### config.mk
export PLATFORM = sky130hd
export DESIGN_NAME = shift_seq8
export DESIGN_NICKNAME = d
export VERILOG_FILES = /design/src/rtl/shift_seq8_pkg.sv /design/src/rtl/shift_seq8_lsr8.sv /design/src/rtl/shift_seq8.sv
export SDC_FILE = /design/constraint.sdc
export NUM_CORES = 1
export LEC_CHECK = 0
export BUFFER_PORTS_ARGS = -buffer_cell sky130_fd_sc_hd__buf_2
export CAP_MARGIN = 40
export CORE_MARGIN = 3
export CORE_UTILIZATION = 30
export DETAILED_ROUTE_END_ITERATION = 16
export HOLD_SLACK_MARGIN = 0.15
export PLACE_DENSITY = 0.56
export SYNTH_ARGS = -nofsm -noshare
export SYNTH_HDL_FRONTEND = slang
export SYNTH_HIERARCHICAL = 1
export SYNTH_SLANG_ARGS = --single-unit
### constraint.sdc
create_clock -name clk_i -period 1.5 [get_ports clk_i]
set_input_delay 0.375 -clock clk_i [delete_from_list [all_inputs] [get_ports clk_i]]
set_output_delay 0.375 -clock clk_i [all_outputs]
set_load 0.005 [all_outputs]
### src/rtl/shift_seq8_pkg.sv
// Shared definitions for the shift_seq8 sequencer and its LSR8 stage.
//   WIDTH    : data width (only 8 is supported, matching LSR8)
//   SHAMT_W  : width of the requested total shift amount (0..7)
//   STEP_MAX : largest shift applied in one cycle (limited by LSR8's 2-bit shamt)
//   STEP_W   : width of the per-cycle step fed to LSR8
//   state_e  : sequencer states IDLE / SHIFT / DONE
package shift_seq8_pkg;

    localparam int WIDTH    = 8;
    localparam int SHAMT_W  = 3;
    localparam int STEP_MAX = 3;
    localparam int STEP_W   = 2;

    typedef enum logic [1:0] {
        IDLE  = 2'd0,
        SHIFT = 2'd1,
        DONE  = 2'd2
    } state_e;

endpackage

### src/rtl/shift_seq8_lsr8.sv
// LSR8: combinational 8-bit logical right shift by 0..3.
// Ports:
//   d_i     in  WIDTH   operand
//   shamt_i in  STEP_W  shift amount (0..3)
//   d_o     out WIDTH   d_i shifted right, zeros filled from the MSB
module shift_seq8_lsr8
    import shift_seq8_pkg::*;
(
    input  logic [WIDTH-1:0]  d_i,
    input  logic [STEP_W-1:0] shamt_i,
    output logic [WIDTH-1:0]  d_o
);

    assign d_o = d_i >> shamt_i;

endmodule

### src/rtl/shift_seq8.sv
// shift_seq8: multi-cycle 8-bit logical right shifter (shift by 0..7) built
// around the 2-bit LSR8 stage. One operand is accepted per request; the
// running result is shifted by at most 3 bits per cycle and done pulses
// for one cycle when the final value is on d_out_o.
// Ports:
//   clk_i    in  1        rising-edge clock
//   reset_i  in  1        synchronous active-high reset (wins over start)
//   start_i  in  1        request; only looked at while not busy
//   d_in_i   in  WIDTH    operand, captured with an accepted start
//   shamt_i  in  SHAMT_W  total shift amount, captured with an accepted start
//   busy_o   out 1        high while shifting; start is ignored then
//   done_o   out 1        one-cycle pulse, d_out_o final in this cycle
//   d_out_o  out WIDTH    running/final result; holds until next accepted start
//   state_o  out state_e  current FSM state (debug visibility)
// Optional feature, macro SHIFT_SEQ_STATUS_EN adds:
//   zero_o   out 1        final result is zero (valid from done until next start)
//   sticky_o out 1        some 1 bit was shifted out (valid from done until next start)
//
// Handshake: a request is taken on a rising edge where start_i=1 and the
// block is in IDLE or DONE (busy_o=0); d_in_i/shamt_i are captured on that
// same edge. There is no backpressure on the result: done_o is a single-cycle
// pulse and d_out_o keeps the result until the next accepted request.
module shift_seq8
    import shift_seq8_pkg::*;
(
    input  logic               clk_i,
    input  logic               reset_i,
    input  logic               start_i,
    input  logic [WIDTH-1:0]   d_in_i,
    input  logic [SHAMT_W-1:0] shamt_i,
    output logic               busy_o,
    output logic               done_o,
    output logic [WIDTH-1:0]   d_out_o,
`ifdef SHIFT_SEQ_STATUS_EN
    output logic               zero_o,
    output logic               sticky_o,
`endif
    output state_e             state_o
);

    state_e               state_q, state_d;
    logic [WIDTH-1:0]     acc_q, acc_d;
    logic [SHAMT_W-1:0]   rem_q, rem_d;
    logic [STEP_W-1:0]    step;
    logic [WIDTH-1:0]     lsr_out;
    logic                 accept;

    // Per-cycle step: min(rem, STEP_MAX).
    assign step = (rem_q > SHAMT_W'(STEP_MAX)) ? STEP_W'(STEP_MAX) : rem_q[STEP_W-1:0];

    shift_seq8_lsr8 u_lsr8 (
        .d_i     (acc_q),
        .shamt_i (step),
        .d_o     (lsr_out)
    );

    // A request is taken in IDLE or DONE; DONE accepts too, so back-to-back
    // operations need no idle bubble.
    assign accept = start_i && (state_q != SHIFT);

    always_comb begin
        state_d = state_q;
        acc_d   = acc_q;
        rem_d   = rem_q;
        case (state_q)
            IDLE, DONE: begin
                if (accept) begin
                    acc_d   = d_in_i;
                    rem_d   = shamt_i;
                    state_d = (shamt_i != '0) ? SHIFT : DONE;
                end else if (state_q == DONE) begin
                    state_d = IDLE;
                end
            end
            SHIFT: begin
                acc_d   = lsr_out;
                rem_d   = rem_q - SHAMT_W'(step);
                state_d = (rem_q == SHAMT_W'(step)) ? DONE : SHIFT;
            end
            default: begin
                state_d = IDLE;
            end
        endcase
    end

    always_ff @(posedge clk_i) begin
        if (reset_i) begin
            state_q <= IDLE;
            acc_q   <= '0;
            rem_q   <= '0;
        end else begin
            state_q <= state_d;
            acc_q   <= acc_d;
            rem_q   <= rem_d;
        end
    end

    assign busy_o  = (state_q == SHIFT);
    assign done_o  = (state_q == DONE);
    assign d_out_o = acc_q;
    assign state_o = state_q;

`ifdef SHIFT_SEQ_STATUS_EN
    logic             zero_q, zero_d;
    logic             sticky_q, sticky_d;
    logic [WIDTH-1:0] lost_mask;

    // Bits of acc that fall off the LSB end in this SHIFT step.
    assign lost_mask = ~({WIDTH{1'b1}} << step);

    always_comb begin
        zero_d   = zero_q;
        sticky_d = sticky_q;
        if (accept) begin
            // A zero-length shift goes straight to DONE, so its zero flag
            // must be known at capture time.
            zero_d   = (shamt_i == '0) && (d_in_i == '0);
            sticky_d = 1'b0;
        end else if (state_q == SHIFT) begin
            sticky_d = sticky_q | (|(acc_q & lost_mask));
            if (rem_q == SHAMT_W'(step)) begin
                zero_d = (lsr_out == '0);
            end
        end
    end

    always_ff @(posedge clk_i) begin
        if (reset_i) begin
            zero_q   <= 1'b0;
            sticky_q <= 1'b0;
        end else begin
            zero_q   <= zero_d;
            sticky_q <= sticky_d;
        end
    end

    assign zero_o   = zero_q;
    assign sticky_o = sticky_q;
`endif

endmodule

==> results.yml, run 1 <==
outcome:
  status: "completed"
cts:
  htreeDepth: 1
  root_buffer: "clkbuf_4"
  clk_latency_ps: 280
  clk_pin_slew_worst_paths_ps: 90
  cts_num_sinks: 13
  cts_buffer_depth: 2
  cts_hold_buf: 0
  cts_tree: "done"
  cts-buffers-inserted: 3
final_layout:
  fin_nets: 143
  drive_gt1_frac: 0.310
  syn_to_final_growth_pct: 24.4
  nFillCells: 280
  multi_input_area_um2: 483
  diodes: 0
  register_area_um2: 260
placement:
  hpwl_um: 1380
  finalWeightedCongestion: 0.788
  port_buffers: 25
floorplanning:
  io_pins: 26
  die_h_um: 57.6
  start_util: 0.320
  die-area_um2: 3320
  die_w_um: 57.6
  std_cell_rows: 18
  core_region_area_um2: 2500
timing:
  slew_violations: 0
  skew_ps: 7.05
  fin_crit_sh: 0.917
  fin_tns_setup_ps: 0
  setup_viol: 0
  rsz0062_at_grt: "false"
  hold_viol_final: 0
  clock.fmax_ghz: 0.727
  relSlewSlack: 0.827
  finalCriticalPeriod_ps: 1380
  tightest_slew_ps: 259
routing:
  wl_per_cell_um: 12.3
  via_count: 771
  firstDrtPassIters: 4
  wl_met2_um: 879
  ant_nets: 0
  post-route-drc-count: 0
  drt-initial-drc-count: 18
  wl_met1_um: 897
  wl_um: 1920
  dr_wl_met3_um: 128
  vias_per_cell: 4.94
  routed.top_layer: "met4"
worst_setup_path:
  critPathMaxFanout: 6
  path_class: "reg -> out"
  rr_startpoint: "rem_q[2]"
  regToRegSetupSlack_ps: 140
  required_ps: 1120
  critical_path.endpoint: "busy_o"
  r2r_cells: 6
  startpoint_type: "flip-flop"
  crit_start: "state_o[1]"
  crit_path_end_kind: "output port"
  r2r-end: "state_o[1]"
  cp.arrival_ps: 1000
global_route:
  antenna_found_initial: 0
  first_global_vias: 769
  grt_max_degree: 14
  grt_pass1_wl_um: 3310
  track_usage: 0.128
  grt-ovfl-total: 0
synthesis:
  synth_area_leaders: "dfxtp_1, mux2i_1, a311oi_1"
  async_flop_share: 0
  yosys-top-cells-count: "nand2_1, dfxtp_1, nor2_1"
  ys_warn_count: 6
  synthCells: 97
  synth_cell_types: 27
  synth_most_common_cell: "nand2_1"
  synth_top_area_share: 0.326
  syn_nets: 113
  netlist_area_um2: 800
  ys_seq_elements: 13
  synth-edff-count: 0
  yosysSeqAreaShare: 0.326
  synth_ff_type: "dfxtp_1"
  synth_top_area_cell: "dfxtp_1"
  avgSynthCellArea_um2: 8.24
power_and_ir_drop:
  p_int_uw: 621
  p_leak_nw: 0.444
  power_switching_uw: 296
  ir_drop_mv: 0.474
  p_per_area_nw_per_um2: 922
  p_clk_frac: 0.247
  switching_share: 0.322
  p_comb_frac: 0.307
  power_uw: 917
  pwr-share-seq: 0.446
job:
  max_cap_viol_count: 0
min_path:
  min_path_type: "in -> reg"
[critical path: stages, from the launching register on]
cell and delay, ps:
dfxtp_1 320, nand2b_1 180, inv_4 100, buf_2 110
[stage by stage]
| stage | utilization | instances | instance area [um2] | hold WS [ps] | setup slack [ps] |
|---|---|---|---|---|---|
| final | 0.398 | 156 | 995 | 367 | 124 |
| after CTS | 0.388 | 153 | 970 | 365 | 27.0 |
| after global routing | 0.398 | 156 | 995 | 368 | 33.1 |
| after global placement | 0.376 | 149 | 941 | 481 | 95.6 |
| after floorplan | - | 97 | 800 | 447 | 55.1 |
| after detailed placement | 0.376 | 149 | 941 | 478 | 59.5 |
[placed cells by master (no fill, tap or decap), drive strengths merged, types with 2 or more instances in the layout]
master and n:
a311oi 9, nor2 11, nand2 21, inv 2, ha 2, clkbuf 4
nand2b 4, or2 2, mux2i 10, a21oi 3, nor2b 2, dfxtp 13
buf 32
[flip-flops by register name, indices dropped and copies added, names as in the netlist]
register / count
rem_q: 3
d_out_o: 8
state_o: 2
[cell type report]
class                           instances  share of cell area
Multi-Input combinational cell         75               0.486
Sequential cell                        13               0.262
Timing Repair Buffer                   32               0.179
Tap cell                               30              0.0377
Clock buffer                            4              0.0264
Inverter                                2              0.0101
[repair_timing]
| action | in CTS | in global routing |
|---|---|---|
| gates resized for setup | 1 | 1 |
| setup endpoints to repair | 1 | 6 |
| buffers inserted | 0 | 3 |
[worst min path at each step]
stage	end	start	slack (ps)	cells after the start
global placement	d_out_o[0]	d_out_o[0]	480	2
CTS	d_out_o[7]	d_in_i[7]	360	3
detailed placement	rem_q[0]	rem_q[0]	480	2
floorplan	d_out_o[1]	reset_i	450	1
global route	d_out_o[7]	d_in_i[7]	370	3
finish	rem_q[0]	shamt_i[0]	370	3
[kinds of logic after synthesis]
group | after synthesis | synth area share
buffers and inverters | 9 | 0.0735
DFF | 13 | 0.326
and+or+nand+nor | 43 | 0.239
AOI/OAI and AO/OA | 19 | 0.177
muxes | 11 | 0.153
adders and majority gates | 2 | 0.0313
[routing by layer]
metal	vias to the layer above	GRT usage
met5	-	0
met4	0	0.0397
met3	2	0.0445
met2	21	0.211
met1	346	0.156
li1	402	-
[power by group through the flow]
stage	sequential, mW	clock [mW]	combinational [mW]
after detailed placement	0.417	0	0.268
after floorplan	0.414	0	0.198
after global placement	0.416	0	0.264
after global routing	0.415	0.253	0.316
final	0.409	0.227	0.282
after CTS	0.409	0.235	0.272
Note: power is estimated with default switching activity, not from simulation.
==> inputs of run 2 (changes only) <==
--- a/config.mk
+++ b/config.mk
@@ -7,11 +7,13 @@
 export LEC_CHECK = 0
 export BUFFER_PORTS_ARGS = -buffer_cell sky130_fd_sc_hd__buf_2
 export CAP_MARGIN = 40
-export CORE_MARGIN = 3
+export CORE_MARGIN = 1
 export CORE_UTILIZATION = 30
 export DETAILED_ROUTE_END_ITERATION = 16
 export HOLD_SLACK_MARGIN = 0.15
+export MAX_ROUTING_LAYER = met4
 export PLACE_DENSITY = 0.56
+export SKIP_LAST_GASP = 1
 export SYNTH_ARGS = -nofsm -noshare
 export SYNTH_HDL_FRONTEND = slang
 export SYNTH_HIERARCHICAL = 1
==> run 2 against run 1 <==
Compared with the run above: wire length down 2.0%; critical endpoint is now state_o[1]; register-to-register slack is essentially flat; cell area grew 0.13%; sequential share of layout area is 0.093 points higher; non-clock buffer count did not move.
==> results.yml, run 2 (synthesis results as in run 1) <==
timing:
  tightest_slew_ps: 273
  hold_viol_final: 0
  finalCriticalPeriod_ps: 1360
  rsz0062_at_grt: "false"
  skew_ps: 2.61
  hold_slack_ps: 372
  fin_tns_setup_ps: 0
  clock.fmax_ghz: 0.737
  slew_violations: 0
  setup_viol: 0
  fin_crit_sh: 0.904
  relSlewSlack: 0.818
cts:
  cts-buffers-inserted: 3
  cts_num_sinks: 13
  clk_pin_slew_worst_paths_ps: 80
  cts_hold_buf: 0
  root_buffer: "clkbuf_4"
  clk_latency_ps: 270
  cts_tree: "done"
  cts_buffer_depth: 2
  htreeDepth: 1
worst_setup_path:
  regToRegSetupSlack_ps: 140
  critPathTopFamily: "simple AND/OR/NAND/NOR gates"
  cp_num_buf_inv: 2
  crit_start: "rem_q[2]"
  r2r_cells: 6
  cp.arrival_ps: 1570
  rr_startpoint: "rem_q[2]"
  crit_path_end_kind: "flip-flop"
  max_stage_delay_ps: 330
  r2r-end: "state_o[1]"
  critPathMaxFanout: 6
  cp.depth: 6
  critical_path.endpoint: "state_o[1]"
  worstPathCellList: "buf_4 -> nand2b_1 -> ha_1 -> inv_1 -> or3_1 -> a21oi_1"
  startpoint_type: "flip-flop"
  required_ps: 1710
  slowest_stage: "dfxtp_1"
  path_class: "reg -> reg"
final_layout:
  layout_common_cells: "buf_2, nand2_1, dfxtp_1"
  nFillCells: 279
  fin_nets: 143
  final_common_cell: "buf_2"
  drive_gt1_frac: 0.317
  syn_to_final_growth_pct: 24.6
  diodes: 0
  utilization: 0.398
  stdcell_area_um2: 996
  largest_register_ffs: 8
routing:
  ant_nets: 0
  post-route-drc-count: 0
  wl_um: 1880
  drt-initial-drc-count: 17
  wl_per_cell_um: 12.1
  vias_per_cell: 5.04
  via_count: 787
  firstDrtPassIters: 4
floorplanning:
  std_cell_rows: 18
  die_h_um: 53.6
  core_region_area_um2: 2500
  io_pins: 26
  start_util: 0.320
  die-area_um2: 2880
  die_w_um: 53.6
placement:
  finalWeightedCongestion: 0.803
  port_buffers: 25
  place_area_um2: 941
  hpwl_um: 1330
job:
  max_cap_viol_count: 0
power_and_ir_drop:
  p_leak_nw: 0.444
  power_uw: 912
  ir_drop_mv: 0.700
  p_per_area_nw_per_um2: 916
outcome:
  status: "completed"
global_route:
  grt_max_degree: 14
  first_global_vias: 638
  antenna_found_initial: 0
  grt_pass1_wl_um: 2880
  grt-ovfl-total: 0
  track_usage: 0.145
min_path:
  min_path_type: "in -> reg"
[run 2: cell counts in the layout (fill, tap and decap cells not counted)]
Identical to the previous run, type by type.
[run 2: worst min path at each step]
| stage | start | to | depth (start not counted) | slack, ps |
|---|---|---|---|---|
| 2_1_floorplan | reset_i | d_out_o[1] | 1 | 450 |
| 3_3_place_gp | rem_q[0] | rem_q[0] | 2 | 480 |
| 3_5_place_dp | rem_q[0] | rem_q[0] | 2 | 470 |
| 4_1_cts | d_in_i[7] | d_out_o[7] | 3 | 370 |
| 5_1_grt | d_in_i[7] | d_out_o[7] | 3 | 360 |
| 6_report | shamt_i[0] | rem_q[0] | 3 | 370 |
[run 2: stage by stage]
step                      cells  setup WS [ps]
after floorplan              97           55.1
after global placement      149           93.8
after detailed placement    149           39.1
after CTS                   153           26.4
after global routing        156           23.6
final                       156            143
[run 2: cell type report]
class	instances	area (um2)	share of cell area
multi-input combinational	75	483	0.485
sequential	13	262	0.263
timing repair buffer	32	178	0.178
tap	30	37.5	0.0377
clock buffer	4	26.3	0.0264
inverter	2	10.0	0.0101
[run 2: metal layers]
| layer | global-route usage | wire length [um] | vias to the layer above |
|---|---|---|---|
| met5 | - | 0 | - |
| met4 | 0.0395 | 12 | 0 |
| met3 | 0.0508 | 109 | 2 |
| met2 | 0.235 | 861 | 22 |
| met1 | 0.169 | 898 | 359 |
| li1 | - | - | 404 |
[run 2: where the power goes]
group | leakage, nW | switching (mW) | internal (mW)
Sequential | 0.108 | 0.0316 | 0.378
Clock | 0.0150 | 0.118 | 0.103
Combinational | 0.321 | 0.141 | 0.141
Total | 0.444 | 0.290 | 0.622
[run 2: tightest hold or removal path: stages]
cell	delay, ps
buf_2	110
nand2_1	50
a31oi_1	70
[run 2: repair_timing]
item / in CTS / in global routing
buffers inserted: 0 / 3
pin swaps: 0 / 0
setup endpoints to repair: 1 / 6
gates resized for setup: 1 / 2
==> inputs of run 3 (changes only) <==
==> constraint.sdc (replaced) <==
create_clock -name clk_i -period 1.5 [get_ports clk_i]
set_input_delay 0.225 -clock clk_i [delete_from_list [all_inputs] [get_ports clk_i]]
set_output_delay 0.225 -clock clk_i [all_outputs]
set_load 0.005 [all_outputs]
==> run 3 against run 2 <==
Compared with the run above: non-clock buffer count decreased by 3; clock skew is essentially flat; hold slack worse by 140 ps; cell area shrank 2.1%; register-to-register slack hardly changed; die area is the same; sequential power about the same; critical path depth is 3 lower; first-iteration DRC count shrank 59%; critical path type is now reg -> out; critical endpoint is now busy_o.
==> results.yml, run 3 (synthesis results as in run 1) <==
outcome:
  status: "completed"
worst_setup_path:
  r2r-end: "state_o[1]"
  required_ps: 1270
  rr_startpoint: "rem_q[2]"
  cp.arrival_ps: 1150
  cp_num_buf_inv: 2
  cp.depth: 3
  critPathMaxFanout: 13
  r2r_cells: 6
  path_class: "reg -> out"
  max_stage_delay_ps: 320
  regToRegSetupSlack_ps: 140
  slowest_stage: "dfxtp_1"
  startpoint_type: "flip-flop"
  crit_path_end_kind: "output port"
  worstPathCellList: "nand2b_2 -> inv_4 -> buf_2"
  critPathTopFamily: "flip-flops"
global_route:
  grt_pass1_wl_um: 2830
  first_global_vias: 626
  track_usage: 0.139
  antenna_found_initial: 0
  grt_max_degree: 14
  grt-ovfl-total: 0
final_layout:
  nFillCells: 263
  utilization: 0.390
  syn_to_final_growth_pct: 21.9
  drive_gt1_frac: 0.301
  layout_common_cells: "buf_2, nand2_1, dfxtp_1"
  final_common_cell: "buf_2"
  fin_nets: 140
  largest_register_ffs: 8
  finalNonFillerCells: 153
  diodes: 0
timing:
  rsz0062_at_grt: "false"
  setup_viol: 0
  fin_crit_sh: 0.918
  relSlewSlack: 0.824
  finalCriticalPeriod_ps: 1380
  setup_slack_ps: 123
  fin_tns_setup_ps: 0
  tightest_slew_ps: 264
  clock.fmax_ghz: 0.726
  hold_viol_final: 0
  slew_violations: 0
  skew_ps: 2.99
cts:
  clk_latency_ps: 270
  htreeDepth: 1
  cts-buffers-inserted: 3
  clk_pin_slew_worst_paths_ps: 80
  root_buffer: "clkbuf_4"
  cts_tree: "done"
  cts_num_sinks: 13
  cts_buffer_depth: 2
min_path:
  min-delay-start: "d_in_i[0]"
  whs_path_depth: 3
  min_path_type: "in -> reg"
  min_to: "d_out_o[0]"
placement:
  port_buffers: 25
  hpwl_um: 1340
  finalWeightedCongestion: 0.792
  pre_cts_slack_ps: 34.9
  dp_cells: 149
routing:
  vias_per_cell: 5.09
  firstDrtPassIters: 4
  wl_um: 1800
  wl_per_cell_um: 11.8
  post-route-drc-count: 0
  drt-initial-drc-count: 7
  via_count: 779
  ant_nets: 0
floorplanning:
  die_w_um: 53.6
  die_h_um: 53.6
  io_pins: 26
  core_region_area_um2: 2500
  start_util: 0.320
  std_cell_rows: 18
  die-area_um2: 2880
job:
  max_cap_viol_count: 0
power_and_ir_drop:
  p_per_area_nw_per_um2: 925
  ir_drop_mv: 0.512
  p_comb_frac: 0.303
  switching_share: 0.319
  power_switching_uw: 288
  pwr-share-seq: 0.454
  p_int_uw: 614
  p_clk_frac: 0.244
  p_leak_nw: 0.428
## run 3: cell count changes in the layout (fill, tap and decap cells not counted)
cell,previous run,this run
buf_4,7,4
dfxtp_1,12,13
nand2b_1,4,3
nand2b_2,0,1
dfxtp_2,1,0
## run 3: area by class of cell
class	instances	area [um2]	area share
multi-input combinational	75	485	0.498
sequential	13	260	0.267
inverter	2	10.0	0.0103
tap	30	37.5	0.0385
timing repair buffer	29	155	0.159
clock buffer	4	26.3	0.0270
## run 3: layer usage
layer / part of all wire / wire length [um] / vias up / track usage
met2: 0.46 / 829 / 20 / 0.225
met1: 0.48 / 869 / 358 / 0.170
met5: 0 / 0 / - / -
met4: 0.0067 / 12 / 0 / 0.0263
met3: 0.051 / 92 / 2 / 0.0424
li1: - / - / 399 / -
## run 3: through the flow
step,power [mW],area (um2),hold WS [ps]
floorplan,0.612,800,297
global placement,0.679,941,480
detailed placement,0.683,941,482
CTS,0.912,970,217
global route,0.960,975,223
finish,0.902,975,227
## run 3: power groups by stage
stage / Combinational, mW / Sequential (mW) / Clock [mW]
final: 0.273 / 0.409 / 0.220
after global routing: 0.302 / 0.415 / 0.243
after CTS: 0.271 / 0.409 / 0.232
after detailed placement: 0.266 / 0.417 / 0
after global placement: 0.264 / 0.416 / 0
after floorplan: 0.198 / 0.414 / 0
## run 3: how the worst max path moves through the flow
stage	endpoint	start	slack, ps
2_1_floorplan	d_out_o[0]	rem_q[2]	60
3_3_place_gp	d_out_o[0]	rem_q[2]	90
3_5_place_dp	d_out_o[4]	rem_q[2]	30
4_1_cts	busy_o	state_o[0]	4
5_1_grt	busy_o	state_o[0]	40
6_report	busy_o	state_o[1]	120
## run 3: what timing repair did
| item | CTS | global route |
|---|---|---|
| setup buffers | 0 | 0 |
| setup endpoints to repair | 1 | 6 |
| hold buffers | 0 | 0 |
| gates resized for setup | 1 | 2 |
## run 3: worst min-delay path: cells and delay by family
| family | cells | cell delay [ps] |
|---|---|---|
| simple gates | 1 | 90 |
| compound gates | 1 | 50 |
| buf+inv | 1 | 90 |
